===== src/rtl/mult_arb_pkg.sv =====
// Shared definitions for the two-port multiplier arbiter: FSM states,
// default operand width and requester port indices.
package mult_arb_pkg;

  localparam int DEFAULT_WIDTH = 4;

  // Port indices double as the one-bit "who is being served" encoding.
  localparam logic PORT0 = 1'b0;
  localparam logic PORT1 = 1'b1;

  typedef enum logic [1:0] {
    IDLE = 2'd0,
    CALC = 2'd1,
    RESP = 2'd2
  } state_t;

endpackage


===== src/rtl/mult_share_arbiter_multiplier.sv =====
// Shared combinational unsigned multiplier, WIDTH x WIDTH -> 2*WIDTH.
module multiplier
  import mult_arb_pkg::*;
#(
  parameter int WIDTH = DEFAULT_WIDTH
) (
  input  logic [WIDTH-1:0]   a,
  input  logic [WIDTH-1:0]   b,
  output logic [2*WIDTH-1:0] p
);

  // Zero-extend both operands so the full product is kept, never truncated.
  assign p = {{WIDTH{1'b0}}, a} * {{WIDTH{1'b0}}, b};

endmodule


===== src/rtl/mult_share_arbiter.sv =====
// Round-robin arbiter sharing one multiplier between two requesters.
// One operation in flight: IDLE (arbitrate/capture) -> CALC -> RESP (done).
module mult_share_arbiter
  import mult_arb_pkg::*;
#(
  parameter int WIDTH = DEFAULT_WIDTH
) (
  input  logic               clk,
  input  logic               rst,
  input  logic [1:0]         req,
  input  logic [WIDTH-1:0]   a0,
  input  logic [WIDTH-1:0]   b0,
  input  logic [WIDTH-1:0]   a1,
  input  logic [WIDTH-1:0]   b1,
  output logic [1:0]         gnt,
  output logic [1:0]         done,
  output logic [2*WIDTH-1:0] product,
  output logic               busy
);

  state_t               state, next_state;
  logic                 last_served;
  logic                 win;
  logic [WIDTH-1:0]     sel_a, sel_b;
  logic [WIDTH-1:0]     op_a, op_b;
  logic [2*WIDTH-1:0]   mult_p;

  multiplier #(.WIDTH(WIDTH)) u_multiplier (
    .a (op_a),
    .b (op_b),
    .p (mult_p)
  );

  // State register.
  // NOTE: sequential state uses non-blocking (<=) so every flop samples
  // pre-edge values; blocking here would create order-dependent races.
  always_ff @(posedge clk or posedge rst) begin
    if (rst) state <= IDLE;
    else     state <= next_state;
  end

  // Next-state, round-robin winner and operand select.
  // NOTE: every output of this block gets a default first, so no path
  // leaves a variable unassigned and no latch is inferred.
  always_comb begin
    next_state = state;
    win        = ~last_served;
    case (req)
      2'b01:   win = PORT0;
      2'b10:   win = PORT1;
      default: win = ~last_served;   // contention: the port not served last wins
    endcase
    sel_a = (win == PORT1) ? a1 : a0;
    sel_b = (win == PORT1) ? b1 : b0;
    case (state)
      IDLE:    if (|req) next_state = CALC;
      CALC:    next_state = RESP;
      RESP:    next_state = IDLE;
      default: next_state = IDLE;
    endcase
  end

  // Operand capture, grant, product register and round-robin history.
  always_ff @(posedge clk or posedge rst) begin
    if (rst) begin
      op_a        <= '0;
      op_b        <= '0;
      gnt         <= 2'b00;
      product     <= '0;
      last_served <= PORT1;    // so port 0 wins the first contention
    end else begin
      case (state)
        IDLE: begin
          if (|req) begin
            op_a <= sel_a;
            op_b <= sel_b;
            gnt  <= (win == PORT1) ? 2'b10 : 2'b01;
          end
        end
        CALC: product <= mult_p;
        RESP: begin
          gnt         <= 2'b00;
          last_served <= gnt[1];   // gnt is one-hot here, bit 1 names the port
        end
        default: ;
      endcase
    end
  end

  // done mirrors the one-hot grant only during the response cycle.
  assign done = (state == RESP) ? gnt : 2'b00;
  assign busy = (state != IDLE);

endmodule


===== config.mk =====
export PLATFORM = sky130hd
export DESIGN_NAME = mult_share_arbiter
export DESIGN_NICKNAME = d
export VERILOG_FILES = /design/src/rtl/mult_arb_pkg.sv /design/src/rtl/mult_share_arbiter_multiplier.sv /design/src/rtl/mult_share_arbiter.sv
export SDC_FILE = /design/constraint.sdc
export NUM_CORES = 1
export LEC_CHECK = 0
export CAP_MARGIN = 20
export CORE_UTILIZATION = 30
export DETAILED_ROUTE_END_ITERATION = 10
export GPL_TIMING_DRIVEN = 0
export PLACE_DENSITY = 0.55
export REMOVE_ABC_BUFFERS = 1
export SYNTH_ARGS = -nofsm -noshare
export SYNTH_HDL_FRONTEND = slang
export SYNTH_SLANG_ARGS = --single-unit

===== constraint.sdc =====
create_clock -name clk -period 6.3 [get_ports clk]
set_input_delay 1.26 -clock clk [delete_from_list [all_inputs] [get_ports clk]]
set_output_delay 1.26 -clock clk [all_outputs]
set_load 0.02 [all_outputs]

# After elaboration in Yosys (flattened, before gate mapping)
# Cells that the tools add are included.
# totals
output_inout_bits	13
wordCells	28
memories	0
inputBits	20
ff_bits	21
mem_bits_rw	0
latchBits	0
mem_bits_ro	0
# op_classes
n_mul	1
div_mod_pow	0
shift	0
reduce_logical	6
order_cmp	0
eq_ne	5
n_addsub	0
bitwise_logic	1
n_mux	9
# ops
op	n
4-bit by 4-bit multiplier with 8-bit output	1
2-bit two-way mux	4
4-bit two-way mux	2
2-bit one-hot mux with 2 select lines	2
2-bit by 1-bit equality test with 1-bit output (second input constant)	2
2-bit equality test (second input constant)	2
2-bit AND reduction	2
2-bit nonzero test	2
2-bit zero test	1
2-bit != test (second input constant)	1
1-bit one-hot mux with 2 select lines	1
2-bit OR reduction	1
1-bit NOT	1

# Logic depth before layout (Yosys ltp)
# Gate-level depths: netlist of the first run.
# depth
depth_word	5
ltp_mapped	8
mapped_depth_nobuf	8

# Modules after synthesis
# From an unflattened synthesis of the first run, not the netlist that was laid out.
# unflattened
cells_unflattened	142
area_unflattened_um2	1432.6
# modules_own_cells
module	cells_per_inst	area_each_um2	seq_area_each_um2	instances
mult_share_arbiter	91	984.7	526.8	1
multiplier	51	447.9	0.0	1

# Worst setup path after synthesis of the first run
# OpenSTA, ideal clock, no wires.
# synth_timing
kind	reg-to-reg
from	register op_a[0]
to	register product[7]
t_arrival_ps	2508
synth_period_minus_slack_ps	2639
setup_slack_ps	3661
setup_time_ps	131
stages_incl_launch_ff	9
path_cell_list	dfrtp_1 nand2_1 fa_1 inv_1 fa_1 ha_1 a211oi_1 nor3_1 or3_1
# synth_via
elab_chain_cells	1
# synth_rtl
item	line_no	rtl
from (decl)	mult_share_arbiter.sv:25	logic [WIDTH-1:0] op_a, op_b;
from (signal assigned)	mult_share_arbiter.sv:75	op_a <= sel_a;
4-bit by 4-bit multiplier with 8-bit output	mult_share_arbiter_multiplier.sv:13	assign p = {{WIDTH{1'b0}}, a} * {{WIDTH{1'b0}}, b};
to (signal assigned)	mult_share_arbiter.sv:80	CALC: product <= mult_p;
to (decl)	mult_share_arbiter.sv:17	output logic [2*WIDTH-1:0] product,
# Every way passes these cells.
# A chain may end at the register's enable or synchronous reset.

# Final worst setup path of the first run
# layout_timing
from	register state[0]
to	output port done[1]
# layout_via
elab_chain_cells	2
# layout_rtl
item	line_no	rtl
from (decl)	mult_share_arbiter.sv:21	state_t state, next_state;
from (signal assigned)	mult_share_arbiter.sv:39	else state <= next_state;
2-bit equality test	mult_share_arbiter.sv:91	assign done = (state == RESP) ? gnt : 2'b00;
2-bit two-way mux	mult_share_arbiter.sv:91	
to (decl)	mult_share_arbiter.sv:16	output logic [1:0] done,
# Every way passes these cells.

==> reports/qor.yml, run 1 <==
synth_cell_type_count: 32
path_class: "reg2out"
fin_worst_skew_ns: 0.008883
violations: "design-rule violations"
die_width_um: 70.50
core_area_sq_mm: 0.004444
muxShareOfSynthArea_pct: 0
path_clk_slew_ns: 0.08
slowest_stage: "clkdlybuf4s50_1"
clkLatencyLatePin_ns: 0.26
critical_path.cell_chain: "and2b_1 > and2_1 > clkdlybuf4s50_1"
slew_headroom_pct: 46.85
cts_tree: "done"
whs_endpoint: "product[3]"
placementRows: 24
cp.required_ns: 5.04
synth_xor_area_share_pct: 0.6222
synthSimpleGateAreaFrac_pct: 25.24
yosysTopAreaCell: "dfrtp_1"
setup_tns_ns: 0
grt_pass1_vias: 1197
arrival_ns: 1.75
gp_congestion: 0.7936
fmax_mhz: 332.0
synth_top_family_by_area: "simple AND/OR/NAND/NOR gates"
path_delay_family: "buffers and inverters"
post-place-ws_ns: 3.404
maxSlewViolCount: 0
synth_top_area_share_pct: 35.56
switching_power_w: 0.0005305
power.density_mw_per_mm2: 616.4
setup_slack_ns: 3.288
cts_resized: 0
worst_ir_drop_vdd_v: 0.0002228
clkSinkCount: 21
first_iter_violations: 41
drt-total-wl_um: 2928
num-nets-final: 225
max_stage_delay_ns: 0.61
crit-reg2reg-launch: "op_a[0]"
cp_max_fo: 8
fin_crit_ns: 3.012
timing.final.crit_share_pct: 47.81
ys.warnings.count: 0
drive_gt1_share_pct: 6.452
reg2reg_to: "product[7]"
avgSynthCellArea_sq_um: 9.140
path_buf_inv: 1
synth-seq-area-share_pct: 37.42
power_frac_seq_pct: 23.5
p_int_w: 0.0005956
initial_utilization_pct: 31.67
io_pins: 33
syn_to_final_growth_pct: 29.78
synth_compound_area_share_pct: 13.87
hold_violations: 0
synth-seq-cells: 21
wire_per_inst_um: 12.30
fp.dieH_um: 70.50
rsz0062_at_grt: "false"
hp-class: "reg2reg"
drv_cap: 0
die_area_sq_mm: 0.004970
status: "finished with violations"
postCtsHoldBufs: 0
hold_path_depth: 2
worst_pin_slew_ns: 0.7964
track_usage_pct: 13.14
clockPowerShare_pct: 8.0
synthCells: 154
synth_fa_ha_area_share_pct: 18.13
port_buffers: 32
overflow: 0
dp.final_hpwl_um: 2347
p_comb_share_pct: 68.5
cts_buffers: 3
setup_violations: 0
htree_levels: 1
clockBufferDepth: 2
r2r_slack_ns: 3.44
detail_route.first_pass.iterations: 7
cts_root_buffer: "clkbuf_8"
worstHoldStart: "product[3]"
synth_area_leaders: "dfrtp_1 36%, ha_1 12%, and2_1 6.7%"
route.detailed.drc: 3
grt_first_pass_wirelength_um: 5306
worstSetupStartpointType: "flop"
drtAntennaViolNets: 0
insertedDiodeCount: 0
fillerInstances: 451
via_count: 1195
ff2ff_path_depth: 8
leakagePower_nw: 0.8215
postCtsSetupBuffers: 0
grt_max_degree: 22
antenna_found_initial: 0
viasPerCell: 5.021
critPathCaptureType: "output port"
synth_area_sq_mm: 0.001408
swShare_pct: 47.11
-- cells in the final DEF (no fill, tap or decap), types with 2 or more instances in the layout --
cell             instances
nor2_1                   9
or2_2                    2
clkbuf_8                 3
a21oi_1                  5
fa_1                     4
o2111ai_1                2
clkdlybuf4s50_1         32
nor4bb_1                 2
o21ai_0                 12
a31oi_1                  8
nand3_1                 12
and2_1                  15
dfrtp_1                 20
inv_1                    9
nand2_1                 18
or4_1                    2
ha_1                    14
-- registers in the layout, summed over array words and instances, names as in the netlist --
| signal | flops |
|---|---|
| op_b | 4 |
| product | 8 |
| last_served | 1 |
| state | 2 |
| op_a | 4 |
| gnt | 2 |
-- worst reg2reg max path, cell delays in order (launching register included) --
cell and delay [ns]:
dfrtp_1 0.42, nand2_1 0.10, fa_1 0.54, inv_1 0.05
fa_1 0.52, ha_1 0.34, a211oi_1 0.33, nor3_1 0.09
or3_1 0.36
-- how the worst max path moves through the flow --
stage	startpoint	endpoint	slack, ns	cells after the start
6_report	state[0]	done[1]	3.29	3
5_1_grt	state[0]	done[1]	3.19	3
4_1_cts	state[0]	done[1]	3.27	3
3_5_place_dp	req[1]	op_b[1]	3.40	6
3_3_place_gp	req[0]	gnt[1]	2.51	6
2_1_floorplan	req[0]	gnt[0]	3.41	4
-- metrics by stage --
| step | cells | hold WS (ns) | total power [W] | area [sq um] | util [%] |
|---|---|---|---|---|---|
| final | 238 | 0.4760 | 0.001126 | 1827 | 41.10 |
| after global routing | 238 | 0.4970 | 0.001257 | 1827 | 41.10 |
| after CTS | 238 | 0.4841 | 0.001140 | 1827 | 41.10 |
| after detailed placement | 234 | 0.4622 | 0.001040 | 1780 | 40.06 |
| after global placement | 233 | 0.4550 | 0.001011 | 1764 | 39.70 |
| after floorplan | 149 | 0.4984 | 0.0008147 | 1379 | - |
-- layout make-up --
| class | count | area [sq um] | area share (%) |
|---|---|---|---|
| sequential | 21 | 526.8 | 28.84 |
| timing repair buffer | 33 | 331.6 | 18.15 |
| multi-input combinational | 118 | 819.5 | 44.86 |
| tap | 52 | 65.06 | 3.562 |
| inverter | 10 | 37.54 | 2.055 |
| clock inverter | 1 | 5.005 | 0.2740 |
| clock buffer | 3 | 41.29 | 2.260 |
-- synth_stat cells --
library cell and number:
a211oi_1 1, a21o_1 1, a21oi_1 5, a31oi_1 8, and2_1 15, and2b_1 1
buf_2 2, buf_6 1, clkbuf_1 2, dfrtp_1 20, dfstp_2 1, fa_1 4
ha_1 14, inv_1 9, inv_2 1, nand2_1 18, nand2b_1 1, nand2b_4 1
nand3_1 12, nor2_1 9, nor3_1 2, nor4bb_1 2, o2111a_1 1, o2111ai_1 2
o211ai_1 1, o21ai_0 12, o2bb2ai_1 1, or2_2 2, or3_1 1, or3b_2 1
or4_1 2, xnor2_1 1
-- power by group through the flow --
stage / Sequential, W / Combinational [W] / Clock [W]
CTS: 0.000266 / 0.000780 / 0.0000941
finish: 0.000265 / 0.000771 / 0.0000904
floorplan: 0.000284 / 0.000531 / 0
global placement: 0.000264 / 0.000746 / 0
detailed placement: 0.000268 / 0.000772 / 0
global route: 0.000277 / 0.000880 / 0.000100
-- cells by family after synthesis --
| family | Yosys count |
|---|---|
| AO/OA/AOI/OAI | 32 |
| XOR/XNOR | 1 |
| adder cells (fa/ha/maj) | 18 |
| buffers and inverters | 15 |
| flip-flops | 21 |
| AND/OR/NAND/NOR | 67 |
-- metal layers --
| layer | up-vias | routed length (um) | track usage [%] |
|---|---|---|---|
| met3 | 2 | 144 | 3.752 |
| li1 | 604 | - | - |
| met1 | 553 | 1401 | 17.16 |
| met4 | 0 | 6 | 1.361 |
| met2 | 36 | 1376 | 22.33 |
| met5 | - | 0 | 0 |
(Power assumes the default switching activity.)
==> run 2, diff against run 1 <==
==> constraint.sdc (replaced) <==
create_clock -name clk -period 3 [get_ports clk]
set_input_delay 0.6 -clock clk [delete_from_list [all_inputs] [get_ports clk]]
set_output_delay 0.6 -clock clk [all_outputs]
set_load 0.02 [all_outputs]
==> run 2 against run 1 <==
Against the previous run: the flow still finishes with violations (design-rule violations); die area is the same; sequential share of layout area is 0.079 points lower; clock skew hardly changed; design area increased by 0.27%; critical path depth increased by 5; sequential power rose by 110%; global-route usage stayed put; largest cell class unchanged; final cell count is the same; routed wire length rose by 0.17%.
==> reports/qor.yml, run 2 (same netlist as run 1, synthesis figures left out) <==
initial_utilization_pct: 31.67
critPathCaptureType: "flop"
postCtsHoldBufs: 0
overflow: 0
die_width_um: 70.50
worst_pin_slew_ns: 0.7951
viasPerCell: 5.021
dp.final_hpwl_um: 2347
final_common_cell: "clkdlybuf4s50_1"
max_stage_delay_ns: 0.54
path_buf_inv: 1
leakagePower_nw: 0.8225
timing.final.crit_share_pct: 92.47
clkLatencyLatePin_ns: 0.27
slowest_stage: "fa_1"
track_usage_pct: 13.14
io_pins: 33
gp_congestion: 0.7936
path_delay_family: "adder cells"
hold_violations: 0
drive_gt1_share_pct: 6.989
path_class: "reg2reg"
reg_top3: "product (8), op_a (4), op_b (4)"
slew_headroom_pct: 46.93
route.detailed.drc: 3
holdWs_ns: 0.4760
fmax_mhz: 360.5
detail_route.first_pass.iterations: 7
htree_levels: 1
arrival_ns: 2.92
setup_violations: 0
clkSinkCount: 21
num-nets-final: 225
fin_crit_ns: 2.774
hp-class: "reg2reg"
grt_max_degree: 22
fin_worst_skew_ns: 0.008815
violations: "design-rule violations"
cp_max_fo: 5
fp.dieH_um: 70.50
antenna_found_initial: 0
cp.required_ns: 3.15
critical_path.cell_chain: "nand2_1 > fa_1 > inv_1 > fa_1 > ha_1 > a211oi_2 > nor3_1 > or3_1"
power.density_mw_per_mm2: 1308
rsz0062_at_grt: "false"
cts_buffers: 3
die_area_sq_mm: 0.004970
final_cell_mix: "32 x clkdlybuf4s50_1, 20 x dfrtp_1, 18 x nand2_1"
core_area_sq_mm: 0.004444
insertedDiodeCount: 0
regMostFlops: "product"
crit_top_cell: "fa_1"
wire_per_inst_um: 12.32
largest_register_ffs: 8
first_iter_violations: 37
status: "finished with violations"
worstSetupStartpointType: "flop"
worst_ir_drop_vdd_v: 0.0004726
syn_to_final_growth_pct: 30.13
port_buffers: 32
drtAntennaViolNets: 0
cts_root_buffer: "clkbuf_8"
drv_cap: 0
via_count: 1195
finalPower_w: 0.002396
maxSlewViolCount: 0
placementRows: 24
cts_tree: "done"
grt_first_pass_wirelength_um: 5306
clockBufferDepth: 2
drt-total-wl_um: 2933
grt_pass1_vias: 1197
path_clk_slew_ns: 0.08
==> run 2: cell count changes in the layout (fill, tap and decap cells not counted) <==
cell	change
a211oi_1	-1
a211oi_2	+1
==> run 2: path summary, 6_finish.rpt <==
kind                                   end  cells after the start        from  slack [ns]
max in group asynchronous          op_b[1]                      2         rst        1.72
worst max register to register  product[7]                      8     op_a[0]        0.23
min in group asynchronous       product[7]                      2         rst        0.78
worst min register to register  product[3]                      2  product[3]        0.48
worst min-delay path            product[3]                      2  product[3]        0.48
worst max-delay path            product[7]                      8     op_a[0]        0.23
==> run 2: where the power goes <==
group / leakage (nW) / switching (W) / internal [W]
registers: 0.251 / 0.000130 / 0.000426
clock network: 0.0255 / 0.0000972 / 0.0000926
logic: 0.546 / 0.000903 / 0.000747
==> run 2: metrics by stage <==
step | utilization, % | area, sq um | setup slack (ns) | TNS (ns) | instances
3_3_place_gp | 39.70 | 1764 | -0.1316 | -0.3455 | 233
6_report | 41.22 | 1832 | 0.2260 | 0 | 238
3_5_place_dp | 40.06 | 1780 | 0.1279 | 0 | 234
2_1_floorplan | - | 1379 | 0.3607 | 0 | 149
5_1_grt | 41.22 | 1832 | 0.07719 | 0 | 238
4_1_cts | 41.10 | 1827 | 0.1182 | 0 | 238
==> run 2: layer usage <==
metal	wire length, um	vias up	track usage [%]
met4	6	0	1.361
met1	1406	553	17.16
met3	140	2	3.752
met5	0	-	0
li1	-	604	-
met2	1379	36	22.33
==> run 2: what timing repair did <==
action	4_1_cts	5_1_grt
endpoints found under the setup margin	0	1
resized for setup	0	1
buffers inserted	0	0
==> run 2: layout make-up <==
cell class	instances	area, sq um
clock buffers	3	41.29
clock inverters	1	5.005
fillers	452	2613
inverters	10	37.54
multi-input cells	118	824.5
flip-flops and latches	21	526.8
well taps	52	65.06
repair buffers	33	331.6
==> run 2: worst min-delay path, delay by kind of cell, from the launching register on <==
kind,cells,cell delay [ns]
flops,1,0.35
simple gates,2,0.10
==> run 3, diff against run 2 <==
--- a/config.mk
+++ b/config.mk
@@ -8,9 +8,11 @@
 export CAP_MARGIN = 20
 export CORE_UTILIZATION = 30
 export DETAILED_ROUTE_END_ITERATION = 10
+export GPL_ROUTABILITY_DRIVEN = 0
 export GPL_TIMING_DRIVEN = 0
 export PLACE_DENSITY = 0.55
 export REMOVE_ABC_BUFFERS = 1
 export SYNTH_ARGS = -nofsm -noshare
 export SYNTH_HDL_FRONTEND = slang
 export SYNTH_SLANG_ARGS = --single-unit
+export TNS_END_PERCENT = 1
==> results of run 3 <==
The final DEF is identical to that of run 2; final timing and power are the same.
